==> config.mk <==
export PLATFORM = sky130hd
export DESIGN_NAME = spi_reg_bank
export DESIGN_NICKNAME = d
export VERILOG_FILES = /design/src/rtl/spi_reg_pkg.sv /design/src/rtl/spi_reg_bank_sync_pulse.sv /design/src/rtl/spi_reg_bank.sv
export SDC_FILE = /design/constraint.sdc
export NUM_CORES = 1
export LEC_CHECK = 0
export CORE_ASPECT_RATIO = 1.2
export CORE_MARGIN = 2
export CORE_UTILIZATION = 48
export DETAILED_ROUTE_END_ITERATION = 16
export GPL_ROUTABILITY_DRIVEN = 1
export PLACE_DENSITY_LB_ADDON = 0.12
export SLEW_MARGIN = 20
export SYNTH_ARGS = -nofsm -noshare
export SYNTH_HDL_FRONTEND = slang
export SYNTH_SLANG_ARGS = --single-unit
==> constraint.sdc <==
create_clock -name clk -period 3.8 [get_ports clk]
set_input_delay 0.57 -clock clk [delete_from_list [all_inputs] [get_ports clk]]
set_output_delay 0.57 -clock clk [all_outputs]
set_load 0.1 [all_outputs]
==> src/rtl/spi_reg_pkg.sv <==
// Shared defaults, counter address map and access-type encoding for the SPI register bank.
package spi_reg_pkg;

    localparam int                 DSZ_DEF          = 8;
    localparam int                 ADDR_W_DEF       = 7;
    localparam logic [ADDR_W_DEF-1:0] ERR_CNT_ADDR_DEF = 7'h7C;
    localparam logic [ADDR_W_DEF-1:0] RD_CNT_ADDR_DEF  = 7'h7E;
    localparam logic [ADDR_W_DEF-1:0] WR_CNT_ADDR_DEF  = 7'h7F;

    // Encoded as {re_en, we_en}.
    typedef enum logic [1:0] {
        ACC_NONE = 2'b00,
        ACC_WR   = 2'b01,
        ACC_RD   = 2'b10,
        ACC_RDWR = 2'b11
    } acc_e;

endpackage

==> src/rtl/spi_reg_bank_sync_pulse.sv <==
// Synchronises an asynchronous strobe and emits a single-cycle enable on its rising edge.
module sync_pulse #(
    parameter int STAGES = 2
) (
    input  logic clk,
    input  logic reset,
    input  logic i_strobe,
    output logic o_en
);

    logic [STAGES-1:0] r_sync;
    logic              r_hist;

    always_ff @(posedge clk) begin
        if (reset) begin
            r_sync <= '0;
            r_hist <= 1'b0;
        end else begin
            r_sync <= {r_sync[STAGES-2:0], i_strobe};
            r_hist <= r_sync[STAGES-1];
        end
    end

    assign o_en = r_sync[STAGES-1] & ~r_hist;

endmodule

==> src/rtl/spi_reg_bank.sv <==
// SPI-facing register bank: general R/W registers plus read/write/error counters.
// Define SPI_REG_BANK_CNT_SAT_EN to make the counters saturate instead of wrapping.
module spi_reg_bank
    import spi_reg_pkg::*;
#(
    parameter int                 DSZ          = DSZ_DEF,
    parameter int                 ADDR_W       = ADDR_W_DEF,
    parameter int                 NUM_REGS     = 4,
    parameter logic [ADDR_W-1:0]  BASE_ADDR    = 7'h70,
    parameter logic [ADDR_W-1:0]  ERR_CNT_ADDR = ERR_CNT_ADDR_DEF,
    parameter logic [ADDR_W-1:0]  RD_CNT_ADDR  = RD_CNT_ADDR_DEF,
    parameter logic [ADDR_W-1:0]  WR_CNT_ADDR  = WR_CNT_ADDR_DEF,
    parameter int                 SYNC_STAGES  = 2,
    parameter logic [DSZ-1:0]     RESET_VAL    = '0
) (
    input  logic                    clk,
    input  logic                    reset,
    input  logic                    spi_re,
    input  logic                    spi_we,
    input  logic [ADDR_W-1:0]       addr,
    input  logic [DSZ-1:0]          wdat,
    output logic [DSZ-1:0]          rdat,
    output logic                    rd_done,
    output logic [NUM_REGS*DSZ-1:0] regs_flat,
    output logic [DSZ-1:0]          read_count,
    output logic [DSZ-1:0]          write_count,
    output logic [DSZ-1:0]          err_count
);

    localparam int IDX_W = (NUM_REGS > 1) ? $clog2(NUM_REGS) : 1;

    function automatic bit f_in_regs(input logic [ADDR_W-1:0] a);
        return (int'(a) >= int'(BASE_ADDR)) && (int'(a) < int'(BASE_ADDR) + NUM_REGS);
    endfunction

    generate
        if (NUM_REGS < 1 || NUM_REGS > 16) begin : g_bad_num_regs
            $error("spi_reg_bank: NUM_REGS must be 1..16");
        end
        if (SYNC_STAGES < 2) begin : g_bad_sync
            $error("spi_reg_bank: SYNC_STAGES must be >= 2");
        end
        if (int'(BASE_ADDR) + NUM_REGS > (1 << ADDR_W)) begin : g_bad_range
            $error("spi_reg_bank: general registers exceed the address space");
        end
        if (f_in_regs(ERR_CNT_ADDR) || f_in_regs(RD_CNT_ADDR) || f_in_regs(WR_CNT_ADDR)) begin : g_overlap
            $error("spi_reg_bank: counter address overlaps the general registers");
        end
    endgenerate

    function automatic logic [DSZ-1:0] f_inc(input logic [DSZ-1:0] v, input logic [1:0] n);
        logic [DSZ+1:0] s;
        s = {2'b00, v} + {{DSZ{1'b0}}, n};
`ifdef SPI_REG_BANK_CNT_SAT_EN
        if (s[DSZ+1:DSZ] != 2'b00) return '1;
`endif
        return s[DSZ-1:0];
    endfunction

    logic                          w_re_en, w_we_en;
    acc_e                          w_acc;
    logic [ADDR_W:0]               w_off;
    logic [IDX_W-1:0]              w_idx;
    logic                          w_reg_hit, w_rd_mapped;
    logic [DSZ-1:0]                w_rd_val;
    logic                          w_rd_inc, w_wr_inc;
    logic [1:0]                    w_err_inc;

    logic [NUM_REGS-1:0][DSZ-1:0]  r_regs;
    logic [DSZ-1:0]                r_rdat, r_rd_cnt, r_wr_cnt, r_err_cnt;
    logic                          r_rd_done;

    sync_pulse #(.STAGES(SYNC_STAGES)) u_re_sync (
        .clk      (clk),
        .reset    (reset),
        .i_strobe (spi_re),
        .o_en     (w_re_en)
    );

    sync_pulse #(.STAGES(SYNC_STAGES)) u_we_sync (
        .clk      (clk),
        .reset    (reset),
        .i_strobe (spi_we),
        .o_en     (w_we_en)
    );

    assign w_acc = acc_e'({w_re_en, w_we_en});

    // Below BASE_ADDR the offset wraps to a huge value, so one compare covers both bounds.
    assign w_off       = {1'b0, addr} - {1'b0, BASE_ADDR};
    assign w_reg_hit   = (w_off < (ADDR_W+1)'(NUM_REGS));
    assign w_idx       = w_off[IDX_W-1:0];
    assign w_rd_mapped = w_reg_hit || (addr == RD_CNT_ADDR) ||
                         (addr == WR_CNT_ADDR) || (addr == ERR_CNT_ADDR);

    always_comb begin
        w_rd_val = '0;
        if (w_reg_hit)                 w_rd_val = r_regs[w_idx];
        else if (addr == RD_CNT_ADDR)  w_rd_val = r_rd_cnt;
        else if (addr == WR_CNT_ADDR)  w_rd_val = r_wr_cnt;
        else if (addr == ERR_CNT_ADDR) w_rd_val = r_err_cnt;
    end

    always_comb begin
        w_rd_inc  = 1'b0;
        w_wr_inc  = 1'b0;
        w_err_inc = 2'd0;
        case (w_acc)
            ACC_RD: begin
                w_rd_inc  = 1'b1;
                w_err_inc = {1'b0, ~w_rd_mapped};
            end
            ACC_WR: begin
                w_wr_inc  = w_reg_hit;
                w_err_inc = {1'b0, ~w_reg_hit};
            end
            ACC_RDWR: begin
                w_rd_inc  = 1'b1;
                w_wr_inc  = w_reg_hit;
                w_err_inc = {1'b0, ~w_rd_mapped} + {1'b0, ~w_reg_hit};
            end
            default: ;
        endcase
    end

    always_ff @(posedge clk) begin
        if (reset) begin
            r_regs    <= {NUM_REGS{RESET_VAL}};
            r_rdat    <= '0;
            r_rd_done <= 1'b0;
            r_rd_cnt  <= '0;
            r_wr_cnt  <= '0;
            r_err_cnt <= '0;
        end else begin
            r_rd_done <= w_re_en;
            if (w_re_en)
                r_rdat <= w_rd_val;
            if (w_we_en && w_reg_hit)
                r_regs[w_idx] <= wdat;
            r_rd_cnt  <= f_inc(r_rd_cnt, {1'b0, w_rd_inc});
            r_wr_cnt  <= f_inc(r_wr_cnt, {1'b0, w_wr_inc});
            r_err_cnt <= f_inc(r_err_cnt, w_err_inc);
        end
    end

    assign rdat        = r_rdat;
    assign rd_done     = r_rd_done;
    assign regs_flat   = r_regs;
    assign read_count  = r_rd_cnt;
    assign write_count = r_wr_cnt;
    assign err_count   = r_err_cnt;

endmodule

Word-level counts from Yosys, hierarchy flattened
Index checks and enable logic that the tools add are counted.

RAM bits: 0. Bits in registers: 71. Memories kept: 0. Word-level logic and storage cells: 52. Output and inout bits: 65. Bits in read-only memories: 0. Bits in latches: 0.

Eq/ne operators: 6. Divide/modulo/power cells: 0. Multiplexer cells: 12. Bitwise operators: 6. Multiply operators: 0. Reduce and logical (&&, ||, !) cells: 7. Shift-type cells: 0. Magnitude comparators: 3. $add $sub $neg: 5.

Operators by type and width (number): 8-bit 2-to-1 mux (6); 32-bit bitwise mux (1); 7-bit equality test, second input constant (3); 8-bit by 1-bit adder with 8-bit output (2); 8-bit binary-select mux with 2-bit select (1); 8-bit demux with 2-bit select (1); 8-bit by 2-bit adder with 8-bit output (1); 8-bit by 3-bit < comparator with 1-bit output, second input constant (1); 7-bit by 7-bit subtractor with 8-bit output, second input constant (1); 2-bit case mux with 3 select lines (1); 2-bit equality test, second input constant (2); 1-bit inverter (4); 2-bit OR reduction (2); 1-bit logical OR (3); 2-bit by 3-bit < comparator with 1-bit output, second input constant (1); 1-bit by 1-bit adder with 2-bit output (1); 1-bit AND (2); 2-bit by 1-bit equality test with 1-bit output, second input constant (1); 2-bit by 1-bit greater-or-equal comparator with 1-bit output, second input constant (1); 1-bit logical AND (2); 1-bit 2-to-1 mux (2).

Longest topological paths before layout
Depth after elaboration: 9. Gate-level depth with buffers: 15. Gate-level depth less buffers: 14.

Hierarchy
Synthesis repeated with hierarchy kept, for this count alone.

Cell total of the unflattened synthesis: 311. Area, all modules: 3178.0 um^2.

Modules (own cells, without submodules): spi_reg_bank (cells an instance 297, instances 1, area an instance 3002.9 um^2, sequential area each 1301.2 um^2); sync_pulse (cells an instance 7, instances 2, area an instance 87.6 um^2, sequential area each 60.1 um^2).

Worst setup path after synthesis
Ideal clock, no wire load.

Path type: input-to-reg. From: in addr[5]. To: reg r_err_cnt[4], in the netlist err_count[4]. Path buffers: 1. Setup time: 128 ps. Stages: 15. Data arrival time: 3355 ps. Setup slack: 317 ps. Cell sequence: nand2_1 > inv_1 > ha_1 > or4b_4 > nor2_1 > buf_2 > inv_1 > ha_1 > nand3_1 > o311ai_0 > ha_1 > fa_1 > nand3_1 > xor2_1 > nor2_1.

Word-level cells in the longest chain between the ends: 9. Elaborated cells on any way between the ends: 13. Those cells by class: add/sub: 3; order compare: 1; eq/ne: 3; mux: 1; bitwise: 2; reduce/logical: 3.

RTL lines: start, declared (RTL line spi_reg_bank.sv:20) `input logic [ADDR_W-1:0] addr,`; 7-bit by 7-bit subtractor with 8-bit output (RTL line spi_reg_bank.sv:90) `assign w_off = {1'b0, addr} - {1'b0, BASE_ADDR};`; 8-bit by 3-bit < comparator with 1-bit output (RTL line spi_reg_bank.sv:91) `assign w_reg_hit = (w_off < (ADDR_W+1)'(NUM_REGS));`; 1-bit logical OR (2 in a row) (RTL line spi_reg_bank.sv:93) `assign w_rd_mapped = w_reg_hit || (addr == RD_CNT_ADDR) ||`; 1-bit logical OR (RTL line spi_reg_bank.sv:94) `(addr == WR_CNT_ADDR) || (addr == ERR_CNT_ADDR);`; 1-bit inverter (RTL line spi_reg_bank.sv:111, spi_reg_bank.sv:120); 1-bit by 1-bit adder with 2-bit output (RTL line spi_reg_bank.sv:120) `w_err_inc = {1'b0, ~w_rd_mapped} + {1'b0, ~w_reg_hit};`; 2-bit case mux with 3 select lines (*) (RTL line spi_reg_bank.sv:108) `case (w_acc)`; 8-bit by 2-bit adder with 8-bit output (*) (RTL line spi_reg_bank.sv:53) `s = {2'b00, v} + {{DSZ{1'b0}}, n};`; end signal, assigned (RTL line spi_reg_bank.sv:142) `r_err_cnt <= f_inc(r_err_cnt, w_err_inc);`; end, declared (RTL line spi_reg_bank.sv:70) `logic [DSZ-1:0] r_rdat, r_rd_cnt, r_wr_cnt, r_err_cnt;`.

Every way passes the cells marked *; elsewhere a longest branch is shown, timed or not. A chain may end at the register's enable or synchronous reset.

Final worst setup path
From: in addr[4]. To: reg r_err_cnt[4], in the netlist err_count[4].

Same word-level chain as after synthesis.

==> run_results.csv <==
group,metric,value,unit
outcome,result_of_the_run,"finished clean",
floorplanning,core_area,6410,sq um
setup_path,r2r-end,"err_count[4]",
global_routing,grt_pass1_vias,2658,
floorplanning,die_w,78.1,microns
synthesis,proportion_of_synthesized_chip_area_in_sequential_cells,0.450,
placement,globalplace.congestion,0.810,
sta,final.setup.worst_slack,0.291,ns
drt,routed_vias_inst,5.23,
setup_path,critical_path_class,"input port to flip-flop",
drt,total_via_count_after_detailed_routing,2585,
setup_path,worst_setup_path_startpoint,"addr[4]",
global_routing,grt_remaining_overflow,0,
clock_network,postCtsSetupBuffers,0,
sta,timing_max_transition_violations_final,0,
drt,first_pass_iters,4,
setup_path,critical_path.endpoint_type,"flip-flop",
run,max_cap_violations,0,
synthesis,synthDistinctLibCells,31,
power,overall_power,1640,uW
clock_network,cts.reportedPaths.clkPinSlew,0.07,ns
sta,whs,0.417,ns
sta,timing.final.setup_violations,0,
sta,period_needed,3.51,ns
finish,antenna_cells_inserted,0,
clock_network,count_of_clock_tree_sinks,71,
global_routing,grt_max_degree,47,
clock_network,cts_max_path_buffers,2,
setup_path,timing.reg2reg.setup_slack,1.44,ns
synthesis,yosys.area_share.adder,0.0380,
synthesis,netlist_area,3160,sq um
clock_network,cts_inserted_buffers,9,
synthesis,post_synth_mux_area_share,0.185,
sta,setup_total_negative_slack,0,ns
floorplanning,floorplan.initialDensity,0.493,
drt,drcViolationCount,0,
floorplanning,floorplan.die_area,7250,sq um
setup_path,timing.critical_path.required,3.99,ns
sta,worst_clock_skew,0.00931,ns
setup_path,r2r-start,"u_re_sync.r_sync[1]",
synthesis,netlist_instances,316,
setup_path,endpoint,"err_count[4]",
finish,area_of_the_multi_input_gates,1650,sq um
sta,layout_worst_path_cycle_share,0.923,
floorplanning,die_y,92.9,microns
clock_network,ctsRootBufferMaster,"clkbuf_8",
synthesis,syn-num-nets,344,
global_routing,grt_pass1_wl,12400,microns
power,vdd_ir_drop_max,0.000258,V
sta,worst_tran_pin_value,0.999,ns
clock_network,hold_buffers,0,
drt,wl_per_cell,15.1,microns
setup_path,cp_slowest_cell,"or4b_4",
finish,syn_to_final_growth,37.9,%
floorplanning,num_io_pins,84,
synthesis,synthXorXnorAreaFrac,0.0499,
sta,hold_viol_final,0,
setup_path,stage_delay_of_the_slowest_cell_on_the_critical_path,0.49,ns
synthesis,avgSynthCellArea,10.0,sq um
min_path,worst_hold_startpoint,"u_re_sync.r_hist",
setup_path,crit_top_cell,"ha_1",
finish,fillers,538,
sta,grt_setup_unrepaired,"no",
setup_path,worstPathMaxFanout,3,
finish,nets,432,
synthesis,synth.ff_latch_count,71,
drt,detail-route-antenna-nets,0,
floorplanning,number_of_rows_created_at_floorplan,32,
placement,dp_slack,-0.0488,ns
drt,route.final.wire_length,7480,microns
setup_path,crit_path_cell_trace,"clkdlybuf4s50_1 > nand2_1 > inv_1 > ha_1 > or4b_4 > nor2_1 > inv_1 > ha_1 > nand3_1 > o311ai_0 > ha_1 > fa_1 > nand3_1 > xor2_1 > nor2_1",
synthesis,synth_top_family_by_area,"simple AND/OR/NAND/NOR gates",
min_path,worstHoldPathType,"flip-flop to flip-flop",
clock_network,htree_levels,3,
global_routing,initial_antenna_violation_count,0,
clock_network,cts_tree,"yes",
sta,highest_clock_frequency_the_design_can_meet,0.285,GHz
synthesis,synth_warnings,0,
setup_path,crit_path_start_kind,"input port",
synthesis,synth-compound-area-share,0.0519,
power,power_leakage,0.00181,uW
setup_path,crit_path_arrival_time,3.70,ns
setup_path,worst-r2r-cell-count,7,
sta,max_slew_headroom,0.332,
clock_network,insertion_delay,0.34,ns
global_routing,total_grt_usage,0.219,
clock_network,postCtsResizedCells,0,
synthesis,synth_simple_gate_area_share,0.199,
drt,dr.first_iter.drc_count,88,
finish,seq_area,1420,sq um
power,power_density,376,nW/um^2
placement,detailed_place_hpwl,5430,microns
placement,numPortBuffers,83,
finish,drive_above_1_share,0.103,
==> area by class of cell <==
| class | count | share of cell area |
|---|---|---|
| clock inverters | 6 | 0.0247 |
| multi-input cells | 224 | 0.379 |
| inverters | 2 | 0.00172 |
| clock buffers | 10 | 0.0316 |
| repair buffers | 96 | 0.212 |
| flip-flops and latches | 71 | 0.326 |
| well taps | 85 | 0.0244 |
==> metal layers <==
layer | vias to the layer above | GRT usage | routed length [microns]
met5 | - | 0 | 0
met4 | 0 | 0.0716 | 87
met3 | 9 | 0.0634 | 395
met2 | 62 | 0.388 | 3800
met1 | 1242 | 0.253 | 3190
li1 | 1272 | - | -
==> worst max-delay path, delay by kind of cell <==
| family | cells | cell delay, ns |
|---|---|---|
| fa+ha+maj | 4 | 1.24 |
| compound gates | 1 | 0.14 |
| buf+inv | 3 | 0.63 |
| simple gates | 6 | 0.98 |
| xor+xnor | 1 | 0.15 |
==> power breakdown <==
group	internal, uW	switching (uW)	total (uW)	leakage (uW)
sequential	753	6.06	759	0.000574
combinational	50.3	99.2	150	0.00111
clock	452	278	730	0.000122
==> kinds of logic (layout without fill, tap and decap cells) <==
group / after synthesis / count (layout)
DFF: 71 / 71
and+or+nand+nor: 128 / 128
AOI/OAI and AO/OA: 21 / 21
muxes: 48 / 48
adders and majority gates: 9 / 9
xor gates and xnor gates: 18 / 18
buffers and inverters: 21 / 114
==> flip-flops by register name, indices dropped and copies added (netlist names) <==
| name | cells |
|---|---|
| u_we_sync.r_sync | 2 |
| u_re_sync.r_sync | 2 |
| regs_flat | 32 |
| u_we_sync.r_hist | 1 |
| u_re_sync.r_hist | 1 |
| write_count | 8 |
| err_count | 8 |
| read_count | 8 |
| rdat | 8 |
| rd_done | 1 |
==> metrics by stage <==
stage / cells / cell area (sq um) / utilization
2_1_floorplan: 316 / 3160 / -
3_3_place_gp: 478 / 4110 / 0.642
3_5_place_dp: 478 / 4110 / 0.642
4_1_cts: 494 / 4360 / 0.680
5_1_grt: 494 / 4360 / 0.680
6_report: 494 / 4360 / 0.680
==> Yosys cell counts <==
cell type	instances	area (sq um)
xnor2_1	6	52.6
mux2_2	2	22.5
a21oi_1	2	10.0
buf_2	5	25.0
or4b_4	1	13.8
nand4b_1	2	17.5
o211ai_1	6	45.0
dfxtp_1	71	1420
o311ai_0	1	8.76
nand4_1	3	18.8
mux2i_1	38	380
buf_1	2	7.51
nand3_1	11	55.1
clkbuf_1	12	45.0
nor2_1	61	229
ha_1	8	100
nor2b_1	23	144
a311oi_1	6	52.6
and3_1	7	43.8
inv_1	2	7.51
nand2_1	15	56.3
nor4b_1	1	8.76
a22o_1	2	17.5
nand2b_1	2	12.5
fa_1	1	20.0
xor2_1	12	105
mux4_2	8	180
a211oi_1	2	15.0
nor4_4	1	21.3
or4_1	1	7.51
a22oi_1	2	15.0
==> placed cells by master, fill, tap and decap left out, types with 2 or more instances in the layout <==
cell / count
nor2_1: 61
xnor2_1: 6
inv_1: 2
a21oi_1: 2
a211oi_1: 2
clkdlybuf4s50_1: 82
mux4_2: 8
mux2_2: 2
nand2_1: 15
clkbuf_8: 10
a311oi_1: 6
bufinv_16: 3
nand3_1: 11
and3_1: 7
buf_4: 13
dfxtp_1: 71
a22oi_1: 2
ha_1: 8
xor2_1: 12
clkinv_2: 2
nand4_1: 3
nand2b_1: 2
mux2i_1: 38
nor2b_1: 23
a22o_1: 2
o211ai_1: 6
nand4b_1: 2
==> worst min-delay path by stage <==
stage | to | slack [ns] | cells past startpoint
final | rd_done | 0.42 | 1
after global placement | rd_done | 0.40 | 1
after CTS | rd_done | 0.42 | 1
after global routing | rd_done | 0.44 | 1
after floorplan | rd_done | 0.39 | 1
after detailed placement | rd_done | 0.41 | 1
(Power assumes the default switching activity.)
==> variant 1, RTL diff (config.mk and constraints unchanged) <==
`NUM_REGS`: 4 -> 2.
--- a/src/rtl/spi_reg_bank.sv
+++ b/src/rtl/spi_reg_bank.sv
@@ -6,5 +6,5 @@
     parameter int                 DSZ          = DSZ_DEF,
     parameter int                 ADDR_W       = ADDR_W_DEF,
-    parameter int                 NUM_REGS     = 4,
+    parameter int                 NUM_REGS     = 2,
     parameter logic [ADDR_W-1:0]  BASE_ADDR    = 7'h70,
     parameter logic [ADDR_W-1:0]  ERR_CNT_ADDR = ERR_CNT_ADDR_DEF,
Ports: changed (resized regs_flat); port bits go from 84 to 68. The function was not compared with the original's and may differ.
==> variant 1 against the original RTL <==
- synthesized area decreased by 23%
- global-route usage shrank 1.1 points
- wire length shrank 25%
- power down 38%
- combinational power decreased by 42%
- cell area is 25% lower
- setup slack improved by 0.14 ns
- final cell count decreased by 22%
- sequential cell count shrank 16
==> variant 1: results (changes against the original RTL) <==
* Mean Syn Cell Area at 9.403 um^2 (-5.9%)
* Final min period at 3.365 ns (-0.1439 ns)
* Met2 wire length at 2.743 mm (-28%)
* Switching power share of the total at 23.71% (+0.30 points)
* Cell Area, Placed at 0.003171 mm^2 (-23%)
* Cells on worst reg2reg path at 11 (+4)
* DRT iter0 DRCs at 113 (+28%)
* CTS clk-pin slew, worst paths at 0.09 ns (+0.02 ns)
* Max Fanout on Critical Path at 4 (+1)
* Final net count at 354 (-18%)
* RePlAce Congestion at 0.8357 (+3.2%)
* Port bufs at 67 (-19%)
* Worst hold slack at 0.4437 ns (+0.02707 ns)
* Placed instance count at 379 (-21%)
* Seq/Total Area, Yosys at 45.38% (+0.39 points)
* Largest net degree at the start of global routing at 49 (+4.3%)
* Post-DP HPWL at 4.044 mm (-26%)
* Crit path largest cell delay at 0.41 ns (-0.08 ns)
* Synth Net Count at 286 (-17%)
* Top cells by area, synth: dfxtp_1, mux2i_1, nor2_1
* Worst slew pin tran at 0.9812 ns (-0.01784 ns)
* Worst-skew pair later-pin latency at 0.31 ns (-0.03 ns)
* Final wirelength at 5.611 mm (-25%)
* Clock power frac at 34.3% (-10 points)
* Aggregate global-route resource usage at 20.82% (-1.1 points)
* Vias after detailed routing at 2023 (-22%)
* Number of flip-flops in the largest register at 16 (-50%)
* Clk_skew at 0.006056 ns (-0.003258 ns)
* Clk. pwr at 0.351 mW (-52%)
* Slowest stage cell, crit path: clkdlybuf4s50_1
* TritonCTS buffer count at 5 (-4)
* Hold Startpoint: u_we_sync.r_sync[0]$_SDFF_PP0_
* Post-DR wirelength/cell at 14.50 um (-4.2%)
* FF-to-FF End: err_count[6]$_SDFF_PP0_
* Met3 wire length at 252 um (-36%)
* # fillers at 426 (-21%)
* CP arrival at 3.55 ns (-0.15 ns)
* Leakage power at 1.241 nW (-31%)
* First-pass GRT wire length at 8.818 mm (-29%)
* R2R Setup Slk at 1.37 ns (-0.07 ns)
* Status: complete, no violations
* Netlist cell types at 32 (+3.2%)
variant 1: kinds of logic (layout without fill, tap and decap cells):
kind of cell,after synthesis,count (layout),share of synthesized area [%]
muxes,16,16,6.601
buffers and inverters,17,86,2.682
DFF,55,55,45.38
adders and majority gates,9,9,4.951
AOI/OAI and AO/OA,36,36,10.57
xor gates and xnor gates,17,17,6.137
and+or+nand+nor,108,108,23.67
variant 1: final cells by class:
| cell class | instances | area [um^2] | area share [%] |
|---|---|---|---|
| Tap cell | 60 | 75.07 | 2.293 |
| Inverter | 5 | 18.77 | 0.5732 |
| Multi-Input combinational cell | 186 | 1260 | 38.48 |
| Clock inverter | 1 | 7.507 | 0.2293 |
| Clock buffer | 7 | 96.34 | 2.942 |
| Timing Repair Buffer | 73 | 715.7 | 21.86 |
| Sequential cell | 55 | 1101 | 33.63 |
==> variant 2, RTL diff (same flow settings) <==
Made on the original files. Reset style: asynchronous (`reset`), changed in 2 clocked blocks.
--- a/src/rtl/spi_reg_bank_sync_pulse.sv
+++ b/src/rtl/spi_reg_bank_sync_pulse.sv
@@ -12,5 +12,5 @@
     logic              r_hist;
 
-    always_ff @(posedge clk) begin
+    always_ff @(posedge clk or posedge reset) begin
         if (reset) begin
             r_sync <= '0;
--- a/src/rtl/spi_reg_bank.sv
+++ b/src/rtl/spi_reg_bank.sv
@@ -124,5 +124,5 @@
     end
 
-    always_ff @(posedge clk) begin
+    always_ff @(posedge clk or posedge reset) begin
         if (reset) begin
             r_regs    <= {NUM_REGS{RESET_VAL}};
Check against the original RTL: differs if reset is asserted again (counterexample within 4 cycles, from zero or initial values and one cycle with reset high); with reset held inactive, the same outputs for 10 cycles.
==> variant 2 against the original RTL <==
- sequential share of layout area is 7.9 points higher
- wire length decreased by 4.3%
- critical path depth shrank 2
- sequential cell count stayed put
- synthesized area increased by 4.9%
- setup slack improved by 0.23 ns
- register-to-register slack worse by 0.15 ns
- cell area rose by 0.57%
- via count fell by 13%
- largest cell class is now flip-flops and latches
Power is not compared: it rests on default switching activity, and its combinational part moved more than twofold at a synthesized area within 25%.
==> variant 2: results (changes against the original RTL) <==
* Status: complete, no violations
* Crit path largest cell delay at 0.43 ns (-0.06 ns)
* Commonest cells post-synth: dfrtp_1, mux2_2, nand2_1
* Cell Area, Placed at 0.004193 mm^2 (+2.0%)
* Crit path from: addr[5]
* Aggregate global-route resource usage at 20.75% (-1.2 points)
* Placed instance count at 409 (-14%)
* Worst hold slack at 0.3527 ns (-0.06392 ns)
* TritonCTS buffer count at 9 (unchanged)
* Vias in the first global route at 2326 (-12%)
* Vias after detailed routing at 2248 (-13%)
* Post-DR wirelength/cell at 16.87 um (+11%)
* Hold Startpoint: u_we_sync.r_sync[0]$_DFF_PP0_
* Hold path endpoint: u_we_sync.r_sync[1]$_DFF_PP0_
* First-pass GRT wire length at 11.70 mm (-5.7%)
* Pre-CTS setup slack at 0.1710 ns (+0.2198 ns)
* Post-synth ARST share at 100.0% (+100 points)
* Final wirelength at 7.152 mm (-4.3%)
* Final net count at 361 (-16%)
* Top-count cell post-synth: dfrtp_1
* Worst slew pin tran at 0.9928 ns (-0.006157 ns)
* Post-DP HPWL at 5.071 mm (-6.7%)
* R2R Setup Slk at 1.29 ns (-0.15 ns)
* Cells on worst reg2reg path at 9 (+2)
* Largest net degree at the start of global routing at 72 (+53%)
* CP arrival at 3.54 ns (-0.16 ns)
* Max Fanout on Critical Path at 9 (+6)
* Share of layout cells above drive strength 1 at 19.88% (+9.6 points)
* Slack of the critical path at 0.5181 ns (+0.2267 ns)
* Worst flop-to-flop path startpoint: u_re_sync.r_sync[1]$_DFF_PP0_
* Multiplexer area fraction after synthesis at 19.40% (+0.95 points)
* RePlAce Congestion at 0.8571 (+5.8%)
* Seq/Total Area, Yosys at 53.61% (+8.6 points)
* Mean Syn Cell Area at 13.42 um^2 (+34%)
* Netlist cell types at 41 (+32%)
* Slowest stage cell, crit path: fa_1
* FF-to-FF End: err_count[6]$_DFF_PP0_
* Synth Area in Compound Gates at 4.832% (-0.36 points)
* Clk_skew at 0.008975 ns (-0.0003385 ns)
* Synthesized-area fraction occupied by xor and xnor cells at 4.757% (-0.23 points)
* DRT iter0 DRCs at 100 (+14%)
## variant 2: final cells by class
type / count / area, um^2
Clock buffer: 12 / 145.1
Clock inverter: 3 / 43.79
Fill cell: 564 / 2390
Inverter: 5 / 18.77
Multi-Input combinational cell: 160 / 1435
Sequential cell: 71 / 1777
Tap cell: 87 / 108.9
Timing Repair Buffer: 86 / 853.3
## variant 2: layer usage
metal | share of wire [%] | wire length [um] | global-route usage [%] | vias up
met4 | 2.4 | 173 | 9.746 | 0
met3 | 4.9 | 349 | 4.830 | 15
met5 | 0 | 0 | 0 | -
met2 | 49 | 3472 | 32.84 | 67
met1 | 44 | 3156 | 27.20 | 1109
li1 | - | - | - | 1057
## variant 2: report_power, final
group          total (mW)  internal, mW  switching (mW)
sequential          0.958         0.845           0.113
clock               0.582         0.318           0.264
combinational        1.02         0.249           0.767
total                2.56          1.41            1.14
